## src/rtl/lif_pkg.sv

```systemverilog
// Shared definitions for the LIF neuron family: FSM encoding, spike counter
// width and the saturating adder every neuron datapath uses.
package lif_pkg;

    typedef enum logic {
        ST_INTEGRATE  = 1'b0,
        ST_REFRACTORY = 1'b1
    } lif_state_e;

    localparam int SPIKE_CNT_W = 16;

    // Add two unsigned operands and clip the result at max_v.
    function automatic logic [31:0] sat_add(input logic [31:0] a,
                                            input logic [31:0] b,
                                            input logic [31:0] max_v);
        logic [32:0] s;
        s = {1'b0, a} + {1'b0, b};
        if (s > {1'b0, max_v}) sat_add = max_v;
        else                   sat_add = s[31:0];
    endfunction

endpackage

```

## src/rtl/lif_leak_datapath.sv

```systemverilog
// Combinational LIF update: leak, saturating current add, threshold compare.
module lif_leak_datapath
    import lif_pkg::*;
#(
    parameter int WIDTH      = 8,
    parameter int LEAK_SHIFT = 1,
    parameter int THRESHOLD  = 200
) (
    input  logic [WIDTH-1:0] state_i,
    input  logic [WIDTH-1:0] current_i,
    output logic [WIDTH-1:0] decayed_o,
    output logic [WIDTH-1:0] sum_o,
    output logic             fire_o
);

    localparam logic [31:0] MAX_V = (32'd1 << WIDTH) - 32'd1;

    assign decayed_o = state_i - (state_i >> LEAK_SHIFT);
    assign sum_o     = WIDTH'(sat_add(32'(decayed_o), 32'(current_i), MAX_V));
    // Threshold is compared against the clipped sum, so a saturated input still fires.
    assign fire_o    = 32'(sum_o) >= 32'(THRESHOLD);

endmodule

```

## src/rtl/lif_neuron_param.sv

```systemverilog
// Parametrised leaky integrate-and-fire neuron with refractory period.
// Optional macro LIF_SPIKE_COUNT_EN adds a saturating 16-bit spike_count output.
module lif_neuron_param
    import lif_pkg::*;
#(
    parameter int WIDTH         = 8,
    parameter int LEAK_SHIFT    = 1,
    parameter int THRESHOLD     = 200,
    parameter int REFRAC_CYCLES = 4
) (
    input  logic                   clk,
    input  logic                   rst_n,
    input  logic                   en,
    input  logic [WIDTH-1:0]       current,
    output logic [WIDTH-1:0]       state,
    output logic                   spike,
`ifdef LIF_SPIKE_COUNT_EN
    output logic [SPIKE_CNT_W-1:0] spike_count,
`endif
    output logic                   refractory
);

    localparam int CNT_W = (REFRAC_CYCLES > 1) ? $clog2(REFRAC_CYCLES) : 1;
    localparam logic [CNT_W-1:0] CNT_INIT =
        (REFRAC_CYCLES > 0) ? CNT_W'(REFRAC_CYCLES - 1) : '0;

    lif_state_e       fsm_q, fsm_d;
    logic [CNT_W-1:0] cnt_q, cnt_d;
    logic [WIDTH-1:0] state_q, state_d;
    logic             spike_q, spike_d;

    logic [WIDTH-1:0] decayed, sum;
    logic             fire;

    lif_leak_datapath #(
        .WIDTH     (WIDTH),
        .LEAK_SHIFT(LEAK_SHIFT),
        .THRESHOLD (THRESHOLD)
    ) u_dp (
        .state_i  (state_q),
        .current_i(current),
        .decayed_o(decayed),
        .sum_o    (sum),
        .fire_o   (fire)
    );

    always_comb begin
        fsm_d   = fsm_q;
        cnt_d   = cnt_q;
        state_d = state_q;
        spike_d = 1'b0;
        if (en) begin
            case (fsm_q)
                ST_INTEGRATE: begin
                    if (fire) begin
                        state_d = '0;
                        spike_d = 1'b1;
                        if (REFRAC_CYCLES > 0) begin
                            fsm_d = ST_REFRACTORY;
                            cnt_d = CNT_INIT;
                        end
                    end else begin
                        state_d = sum;
                    end
                end
                ST_REFRACTORY: begin
                    // Leak only; the counter reaching zero marks the last refractory edge.
                    state_d = decayed;
                    if (cnt_q == '0) fsm_d = ST_INTEGRATE;
                    else             cnt_d = cnt_q - 1'b1;
                end
            endcase
        end
    end

    always_ff @(posedge clk or negedge rst_n) begin
        if (!rst_n) begin
            fsm_q   <= ST_INTEGRATE;
            cnt_q   <= '0;
            state_q <= '0;
            spike_q <= 1'b0;
        end else begin
            fsm_q   <= fsm_d;
            cnt_q   <= cnt_d;
            state_q <= state_d;
            spike_q <= spike_d;
        end
    end

    assign state      = state_q;
    assign spike      = spike_q;
    assign refractory = (fsm_q == ST_REFRACTORY);

`ifdef LIF_SPIKE_COUNT_EN
    logic [SPIKE_CNT_W-1:0] scnt_q, scnt_d;

    always_comb begin
        scnt_d = scnt_q;
        if (spike_d && (scnt_q != '1)) scnt_d = scnt_q + 1'b1;
    end

    always_ff @(posedge clk or negedge rst_n) begin
        if (!rst_n) scnt_q <= '0;
        else        scnt_q <= scnt_d;
    end

    assign spike_count = scnt_q;
`endif

endmodule

```

## config.mk

```make
export PLATFORM = sky130hd
export DESIGN_NAME = lif_neuron_param
export DESIGN_NICKNAME = d
export VERILOG_FILES = /design/src/rtl/lif_pkg.sv /design/src/rtl/lif_leak_datapath.sv /design/src/rtl/lif_neuron_param.sv
export SDC_FILE = /design/constraint.sdc
export NUM_CORES = 1
export LEC_CHECK = 0
export CAP_MARGIN = 20
export CORE_MARGIN = 5
export CORE_UTILIZATION = 45
export CTS_CLUSTER_SIZE = 12
export DETAILED_ROUTE_END_ITERATION = 16
export HOLD_SLACK_MARGIN = 0.12
export MAX_ROUTING_LAYER = met4
export PLACE_DENSITY_LB_ADDON = 0.25
export SETUP_SLACK_MARGIN = 0.15
export SLEW_MARGIN = 5
export SYNTH_ARGS = -nofsm -noshare
export SYNTH_HDL_FRONTEND = slang
export SYNTH_SLANG_ARGS = --single-unit
```

## constraint.sdc

```tcl
create_clock -name clk -period 6.9 [get_ports clk]
set_input_delay 1.38 -clock clk [delete_from_list [all_inputs] [get_ports clk]]
set_output_delay 1.38 -clock clk [all_outputs]
set_load 0.01 [all_outputs]
```

==> impl_metrics.json, run 1 <==
{
  "outcome": "completed",
  "synth.cell_area_mm2": 0.00138,
  "crit_arrival_ns": 3.87,
  "cts-root-buf": "clkbuf_4",
  "postCtsSetupBuffers": 0,
  "syn_inst": 160,
  "cts-buffers-inserted": 3,
  "crit_end": "state[6]$_DFFE_PN0P_",
  "synth_top_cell_area_share_pct": 21.8,
  "dr.pass1.iters": 4,
  "synth_ff_type": "dfrtp_1",
  "vias": 1236,
  "fin_nets": 210,
  "r2r_start": "state[2]$_DFFE_PN0P_",
  "cts_buffer_depth": 2,
  "endpoint_kind": "flop",
  "fin_worst_skew_ns": 0.00526,
  "drc": 0,
  "htreeDepth": 1,
  "max_freq_mhz": 271,
  "r2r_cells": 11,
  "grt_pass1_wl_mm": 5.11,
  "rr_endpoint": "refractory$_DFFE_PN0P_",
  "cts.sinks": 12,
  "slew-limit-headroom_pct": 48.7,
  "io_pins": 21,
  "yosysTopAreaCell": "dfrtp_1",
  "ys_ff_latch": 12,
  "tns_ns": 0,
  "yosys_warnings": 0,
  "hold_path_class": "reg -> reg",
  "reg2reg_slack_ns": 3.33,
  "hold_violations": 0,
  "drive_gt1_share_pct": 7.82,
  "ys_seq_area_share_pct": 21.8,
  "cp_common_cell": "o211ai_1",
  "cts_repair_resize_count": 0,
  "crit_path_top_delay_cell": "clkdlybuf4s50_1",
  "worstMarginPinSlew_ns": 0.768,
  "worstSetupStartpoint": "current[0]",
  "synth_nets": 189,
  "crit_path_start_kind": "input port",
  "portBuffers": 20,
  "cts_tree": "yes",
  "drtIter0Drc": 45,
  "crit_type": "in -> reg",
  "clk_latency_ns": 0.28,
  "cpPeakStageDelay_ns": 0.47,
  "grt_pass1_vias": 1177,
  "ant_nets": 0,
  "rows": 20,
  "fin_crit_ns": 3.69,
  "grt_usage_pct": 15.2,
  "crit_required_ns": 7.08,
  "die_y_um": 65.3,
  "dp_hpwl_mm": 2.51,
  "antenna_found_initial": 0,
  "routedWlPerCell_um": 14.3,
  "path_max_fanout": 3,
  "core_area_mm2": 0.00300,
  "synth_edf_count": 0,
  "totalWireLength_mm": 3.04,
  "overflow": 0,
  "clk_pin_slew_ns": 0.08,
  "synth_top_cells_by_area": "dfrtp_1, ha_1, inv_1",
  "ys_types": 48,
  "drv_cap": 0,
  "grt_max_degree": 25,
  "path_cells": "clkdlybuf4s50_1, ha_1, inv_1, fa_1, nor2b_4, o211ai_1, a31o_2, a2111oi_0, o311ai_1, o211ai_1",
  "syn2layout_area_growth_pct": 17.1,
  "syn_area_per_cell_um2": 8.59,
  "hold_buffers": 0,
  "antenna_cells": 0,
  "place_congestion": 0.873,
  "die_x_um": 65.3,
  "vias_per_cell": 5.83,
  "rsz0062_at_grt": "false",
  "die_area_mm2": 0.00426,
  "setup_viol": 0,
  "start_util_pct": 45.8,
  "slew_violations": 0,
  "finalCritPeriodShare_pct": 53.5,
  "async_flop_share_pct": 100
}
==> area by class of cell <==
cell class	instances	area, um^2
Fill cell	290	1390
Multi-Input combinational cell	127	982
Sequential cell	12	300
Timing Repair Buffer	20	200
Inverter	17	63.8
Tap cell	33	41.3
Clock buffer	3	22.5
==> placed cells by master (no fill, tap or decap), types with 2 or more instances in the layout <==
master	n
o31a_1	4
o311ai_1	2
a21oi_1	5
xor2_1	2
ha_1	16
clkdlybuf4s50_1	20
a31oi_1	5
nor3_1	5
mux2i_1	2
nand3_1	3
xnor2_1	5
o21ai_1	5
a211oi_2	2
fa_1	2
dfrtp_1	12
clkbuf_4	3
o21ai_0	3
nor2_1	16
nand2_1	10
o21a_1	8
o211ai_1	4
inv_1	17
nor2b_1	4
==> registers in the layout, summed over array words and instances (netlist names) <==
signal and count:
spike 1, refractory 1, cnt_q 2, state 8
==> synthesized netlist by cell type (all sizes together) (2+ instances only) <==
cell,count
inv,17
ha,16
nor2,16
dfrtp,12
nand2,10
o21a,8
o21ai,8
a21oi,6
a31oi,5
nor2b,5
nor3,5
xnor2,5
o211ai,4
o31a,4
a211oi,3
nand3,3
o311ai,3
xor2,3
a21o,2
clkbuf,2
fa,2
mux2i,2
o31ai,2
or3,2
==> how the worst min path moves through the flow <==
| stage | from | end | slack (ns) | depth (start not counted) |
|---|---|---|---|---|
| 2_1_floorplan | cnt_q[1]$_DFFE_PN0P_ | cnt_q[1]$_DFFE_PN0P_ | 0.52 | 1 |
| 5_1_grt | cnt_q[1]$_DFFE_PN0P_ | cnt_q[1]$_DFFE_PN0P_ | 0.59 | 1 |
| 3_3_place_gp | cnt_q[1]$_DFFE_PN0P_ | cnt_q[1]$_DFFE_PN0P_ | 0.54 | 1 |
| 4_1_cts | cnt_q[1]$_DFFE_PN0P_ | cnt_q[1]$_DFFE_PN0P_ | 0.57 | 1 |
| 3_5_place_dp | cnt_q[1]$_DFFE_PN0P_ | cnt_q[1]$_DFFE_PN0P_ | 0.55 | 1 |
| 6_report | cnt_q[1]$_DFFE_PN0P_ | cnt_q[1]$_DFFE_PN0P_ | 0.57 | 1 |
==> worst max-delay path, delay by kind of cell <==
family	cells	cell delay (ns)
adders and majority gates	2	0.62
buffers and inverters	2	0.53
AOI/OAI and AO/OA	5	1.19
and+or+nand+nor	1	0.14
==> per-layer routing <==
layer | GRT usage [%] | share of wire, % | up-vias
met1 | 19.3 | 45 | 587
met5 | - | 0 | -
met2 | 26.0 | 50 | 26
met4 | 3.89 | 1.3 | 0
li1 | - | - | 618
met3 | 1.54 | 3.6 | 5
==> stage by stage <==
| step | instances | util, % | instance area (um^2) | setup slack (ns) | hold slack (ns) |
|---|---|---|---|---|---|
| 3_5_place_dp | 209 | 52.9 | 1590 | 2.95 | 0.550 |
| 3_3_place_gp | 209 | 52.9 | 1590 | 3.05 | 0.543 |
| 4_1_cts | 212 | 53.6 | 1610 | 3.20 | 0.568 |
| 5_1_grt | 212 | 53.6 | 1610 | 3.12 | 0.594 |
| 2_1_floorplan | 160 | - | 1380 | 3.63 | 0.519 |
| 6_report | 212 | 53.6 | 1610 | 3.21 | 0.570 |
==> cells by family (layout without fill, tap and decap cells) <==
kind of cell	after synthesis	after routing	synth area share, %
buffers and inverters	21	40	6.73
DFF	12	12	21.8
and+or+nand+nor	45	45	15.9
muxes	2	2	1.46
AOI/OAI and AO/OA	54	54	30.9
adders and majority gates	18	18	17.5
xor gates and xnor gates	8	8	5.64
Power of run 1 is left out: the tool's default activity adds up to more than one toggle a clock period on the data nets, which glitch-free logic cannot reach.
==> run 2: changes to the inputs <==
==> constraint.sdc (replaced) <==
create_clock -name clk -period 3.13 [get_ports clk]
set_input_delay 0.626 -clock clk [delete_from_list [all_inputs] [get_ports clk]]
set_output_delay 0.626 -clock clk [all_outputs]
set_load 0.01 [all_outputs]
==> run 2 against run 1 <==
  * The run now ends with negative setup slack left
  * Hold slack better by 0.017 ns
  * Core utilization grew 12 points
  * Wire length increased by 14%
  * Via count rose by 6.6%
  * Global-route usage increased by 1.7 points
  * Sequential cell count did not move
  * Sequential share of layout area down 3.5 points
  * Die area unchanged
  * Worst setup slack got worse by 3.3 ns
  * First-iteration DRC count up 24%
  * Design area up 23%
==> impl_metrics.json, run 2 (synthesis results as in run 1) <==
{
  "clk_latency_ns": 0.27,
  "die_y_um": 65.3,
  "tns_ns": -0.207,
  "htreeDepth": 1,
  "antenna_cells": 0,
  "use_met2_pct": 28.3,
  "rows": 20,
  "routedWlPerCell_um": 14.5,
  "layout_common_cells": "buf_4, clkdlybuf4s50_1, inv_1",
  "vias": 1317,
  "max_freq_mhz": 313,
  "final_common_cell": "buf_4",
  "crit_type": "reg -> reg",
  "grt_pass1_vias": 1274,
  "final_cell_area_mm2": 0.00198,
  "drv_cap": 0,
  "worstMarginPinSlew_ns": 0.671,
  "use_met3_pct": 0.513,
  "place_congestion": 0.811,
  "core_area_mm2": 0.00300,
  "dp_hpwl_mm": 2.60,
  "path_max_fanout": 8,
  "start_util_pct": 45.8,
  "outcome": "finished, violations left",
  "drc": 0,
  "cts-buffers-inserted": 3,
  "slew_violations": 0,
  "grt_usage_pct": 16.9,
  "totalWireLength_mm": 3.46,
  "die_area_mm2": 0.00426,
  "grt_max_degree": 20,
  "postLayoutSetupSlackWorst_ns": -0.0654,
  "crit_required_ns": 3.29,
  "hold_path_class": "reg -> reg",
  "largest_reg_flops": 8,
  "cts-root-buf": "clkbuf_4",
  "setup_viol": 6,
  "gr-usage-met1_pct": 22.2,
  "top_usage_layer": "met2",
  "overflow": 0,
  "finalCritPeriodShare_pct": 102,
  "drive_gt1_share_pct": 29.3,
  "die_x_um": 65.3,
  "syn2layout_area_growth_pct": 44.2,
  "crit_path_start_kind": "flop",
  "ant_nets": 0,
  "fin_crit_ns": 3.20,
  "drtIter0Drc": 56,
  "rsz0062_at_grt": "true",
  "grt_pass1_wl_mm": 5.66,
  "dr.pass1.iters": 4,
  "hold_violations": 0,
  "clk_pin_slew_ns": 0.08,
  "slew-limit-headroom_pct": 55.3,
  "place_area_mm2": 0.00171,
  "portBuffers": 20,
  "violations": "negative setup slack",
  "final_core_util_pct": 66.0,
  "cts_buffer_depth": 2,
  "fin_nets": 235,
  "fin_worst_skew_ns": 0.00216,
  "vias_per_cell": 5.53,
  "antenna_found_initial": 0,
  "cts_tree": "yes",
  "endpoint_kind": "flop",
  "crit_arrival_ns": 3.36,
  "io_pins": 21,
  "cts.sinks": 12
}
-- run 2: final cells by class --
type	count	area (um^2)
timing repair buffer	45	395
inverter	17	63.8
tap	33	41.3
multi-input combinational	127	1150
fill	258	1020
sequential	12	300
clock buffer	4	36.3
-- run 2: metrics by stage --
stage	hold slack (ns)	setup slack [ns]	std cells
2_1_floorplan	0.330	0.0483	160
3_3_place_gp	0.543	-0.132	225
3_5_place_dp	0.564	-0.209	225
4_1_cts	0.580	-0.0358	233
5_1_grt	0.617	-0.207	238
6_report	0.587	-0.0654	238
-- run 2: worst paths after layout --
kind	end	cells past startpoint	slack [ns]	from
setup / recovery	cnt_q[0]$_DFFE_PN0P_	11	-0.07	state[2]$_DFFE_PN0P_
hold reg to reg	cnt_q[1]$_DFFE_PN0P_	1	0.59	cnt_q[1]$_DFFE_PN0P_
max in group asynchronous	state[6]$_DFFE_PN0P_	1	2.08	rst_n
min in group asynchronous	refractory$_DFFE_PN0P_	1	0.70	rst_n
setup reg to reg	cnt_q[0]$_DFFE_PN0P_	11	-0.07	state[2]$_DFFE_PN0P_
hold / removal	cnt_q[1]$_DFFE_PN0P_	1	0.59	cnt_q[1]$_DFFE_PN0P_
-- run 2: metal layers --
metal | share of wire, % | vias to the layer above | wire [um]
li1 | - | 674 | -
met1 | 47 | 615 | 1610
met2 | 50 | 23 | 1730
met3 | 1.9 | 5 | 64
met4 | 1.5 | 0 | 51
met5 | 0 | - | 0
-- run 2: timing repair --
item                       in CTS  in global routing
pin swaps                      13                 17
resized for setup              12                 16
buffers inserted                4                  5
setup endpoints to repair      12                 12
hold buffers                    0                  0
-- run 2: critical path, cell delays in order, from the launching register on --
cell,delay [ns]
dfrtp_1,0.41
ha_1,0.31
buf_6,0.14
o21a_1,0.16
o31a_1,0.13
nor2_1,0.26
ha_1,0.35
o21a_1,0.16
or3_4,0.36
a211oi_4,0.38
o31ai_4,0.16
o31a_1,0.26
Power of run 2 is left out for the same reason.
==> run 3: changes to the inputs <==
--- a/config.mk
+++ b/config.mk
@@ -5,9 +5,12 @@
 export SDC_FILE = /design/constraint.sdc
 export NUM_CORES = 1
 export LEC_CHECK = 0
+export ABC_AREA = 1
 export CAP_MARGIN = 20
+export CELL_PAD_IN_SITES_DETAIL_PLACEMENT = 1
+export CELL_PAD_IN_SITES_GLOBAL_PLACEMENT = 1
 export CORE_MARGIN = 5
-export CORE_UTILIZATION = 45
+export CORE_UTILIZATION = 39
 export CTS_CLUSTER_SIZE = 12
 export DETAILED_ROUTE_END_ITERATION = 16
 export HOLD_SLACK_MARGIN = 0.12
==> constraint.sdc (replaced) <==
create_clock -name clk -period 3.4 [get_ports clk]
set_input_delay 0.68 -clock clk [delete_from_list [all_inputs] [get_ports clk]]
set_output_delay 0.68 -clock clk [all_outputs]
set_load 0.01 [all_outputs]
==> run 3 against run 2 <==
  * First-iteration DRC count is 29% lower
  * Non-clock buffer count is 20 lower
  * Cell count is 34% higher
  * Critical path depth is 5 higher
  * Register-to-register slack better by 0.38 ns
  * The flow now finishes without violations
  * Die area is 26% higher
==> impl_metrics.json, run 3 <==
{
  "synth_top_cells_by_area": "dfrtp_1, nand2_1, ha_1",
  "final_cell_area_mm2": 0.00202,
  "synth.cell_area_mm2": 0.00156,
  "yosys.area_share.simple_pct": 39.0,
  "ys_ff_latch": 12,
  "synthMuxAreaShare_pct": 0,
  "fin_nets": 301,
  "cts-root-buf": "clkbuf_8",
  "clk_pin_slew_ns": 0.05,
  "path_max_fanout": 6,
  "crit_type": "reg -> reg",
  "grt_pass1_wl_mm": 7.30,
  "cts-buffers-inserted": 3,
  "syn_area_per_cell_um2": 6.39,
  "vias_per_cell": 4.99,
  "crit_required_ns": 3.53,
  "die_x_um": 73.2,
  "yosys_warnings": 0,
  "io_pins": 21,
  "largest_reg_flops": 8,
  "final_common_cell": "nand2_1",
  "place_congestion": 0.881,
  "crit_end": "cnt_q[1]$_DFFE_PN0P_",
  "synth_top_family_by_area": "simple AND/OR/NAND/NOR gates",
  "slew-limit-headroom_pct": 59.4,
  "synth_ff_type": "dfrtp_1",
  "grt_max_degree": 17,
  "portBuffers": 20,
  "synth_compound_area_share_pct": 10.9,
  "synthAdderAreaFrac_pct": 15.4,
  "overflow": 0,
  "worstSetupStartpoint": "state[0]$_DFFE_PN0P_",
  "outcome": "completed",
  "finalCritPeriodShare_pct": 90.8,
  "place_area_mm2": 0.00183,
  "vias": 1596,
  "clk_latency_ns": 0.24,
  "drtIter0Drc": 40,
  "die_area_mm2": 0.00536,
  "ys_types": 27,
  "max_freq_mhz": 324,
  "hold_buffers": 0,
  "rr_endpoint": "cnt_q[1]$_DFFE_PN0P_",
  "hold_ws_ns": 0.541,
  "endpoint_kind": "flop",
  "drv_cap": 0,
  "fin_worst_skew_ns": 0.00243,
  "die_y_um": 73.2,
  "htreeDepth": 1,
  "ant_nets": 0,
  "yosysTopAreaCell": "dfrtp_1",
  "synth_nets": 273,
  "drive_gt1_share_pct": 24.4,
  "synth_top_cell_area_share_pct": 19.3,
  "synth_edf_count": 0,
  "syn_inst": 244,
  "worstMarginPinSlew_ns": 0.608,
  "core_area_mm2": 0.00394,
  "antenna_found_initial": 0,
  "cts_tree": "yes",
  "synth_most_common_cell": "nand2_1",
  "rsz0062_at_grt": "false",
  "crit_arrival_ns": 3.22,
  "drc": 0,
  "layout_common_cells": "nand2_1, inv_1, clkdlybuf4s50_1",
  "ys_seq_area_share_pct": 19.3,
  "grt_pass1_vias": 1605,
  "rows": 23,
  "synth_common_cells": "nand2_1, inv_1, nor2_1",
  "setup_viol": 0,
  "tns_ns": 0,
  "crit_path_start_kind": "flop",
  "grt_usage_pct": 17.7,
  "slew_violations": 0,
  "start_util_pct": 39.5,
  "reg2reg_slack_ns": 0.31,
  "r2r_start": "state[0]$_DFFE_PN0P_",
  "antenna_cells": 0,
  "hold_violations": 0,
  "hold_path_class": "reg -> reg",
  "cts_buffer_depth": 2,
  "dp_hpwl_mm": 3.60,
  "dr.pass1.iters": 4,
  "fin_crit_ns": 3.09,
  "r2r_cells": 16,
  "totalWireLength_mm": 4.47,
  "synth_xor_area_share_pct": 1.69,
  "routedWlPerCell_um": 14.0,
  "cts.sinks": 12,
  "async_flop_share_pct": 100,
  "syn2layout_area_growth_pct": 29.5,
  "fillers": 525
}
## run 3: cell count changes in the layout (fill, tap and decap cells not counted), moves of 5 or more
cell and delta:
nand2_2 +17, a31oi_1 -5, inv_2 +5, nand4_1 +5
buf_4 -18, nand3_1 +10, o21a_1 -6, a21oi_2 +7
nand2_1 +53, o21ai_1 -5, inv_1 +33
## run 3: area by class of cell
class	instances	area [um^2]	share of cell area, %
multi-input combinational	175	1170	57.9
sequential	12	302	14.9
timing repair buffer	25	238	11.8
inverter	55	206	10.2
tap	50	62.6	3.10
clock buffer	3	41.3	2.04
## run 3: critical path: stages, from the launching register on
cell	delay [ns]
dfrtp_1	0.37
inv_1	0.06
ha_2	0.20
fa_2	0.40
buf_4	0.14
xnor2_1	0.30
ha_1	0.37
nand2_1	0.12
nand3_1	0.14
xnor2_1	0.33
nand2_1	0.11
nor2_2	0.11
nor2_1	0.06
nand2_2	0.10
nand2_2	0.06
nand2_1	0.06
nand2_1	0.05
## run 3: timing repair
action | 4_1_cts | 5_1_grt
setup endpoints to repair | 11 | 12
setup buffers | 0 | 3
pin swaps | 0 | 4
gates resized for setup | 3 | 23
## run 3: stage by stage
stage	util, %	setup slack (ns)	instances
after global routing	51.2	0.130	320
after CTS	47.8	0.164	317
after floorplan	-	0.582	244
after global placement	46.4	0.123	314
after detailed placement	46.4	0.0809	314
final	51.2	0.313	320
## run 3: routing by layer
metal | part of all wire [%] | global-route usage [%]
met1 | 46 | 22.6
met2 | 51 | 30.9
met3 | 2.3 | 2.20
met4 | 0.31 | 1.84
met5 | 0 | -
## run 3: kinds of logic after synthesis
| family | Yosys count |
|---|---|
| DFF | 12 |
| AOI/OAI and AO/OA | 25 |
| adders and majority gates | 18 |
| and+or+nand+nor | 129 |
| buffers and inverters | 57 |
| xor gates and xnor gates | 3 |
## run 3: how the worst min path moves through the flow
stage | start | endpoint | slack [ns] | cells after the start
2_1_floorplan | rst_n | cnt_q[0]$_DFFE_PN0P_ | 0.38 | 0
3_3_place_gp | cnt_q[1]$_DFFE_PN0P_ | cnt_q[1]$_DFFE_PN0P_ | 0.50 | 2
3_5_place_dp | cnt_q[1]$_DFFE_PN0P_ | cnt_q[1]$_DFFE_PN0P_ | 0.52 | 2
4_1_cts | cnt_q[1]$_DFFE_PN0P_ | cnt_q[1]$_DFFE_PN0P_ | 0.55 | 2
5_1_grt | cnt_q[0]$_DFFE_PN0P_ | cnt_q[0]$_DFFE_PN0P_ | 0.57 | 2
6_report | cnt_q[1]$_DFFE_PN0P_ | cnt_q[1]$_DFFE_PN0P_ | 0.54 | 2
Power of run 3 is left out for the same reason.
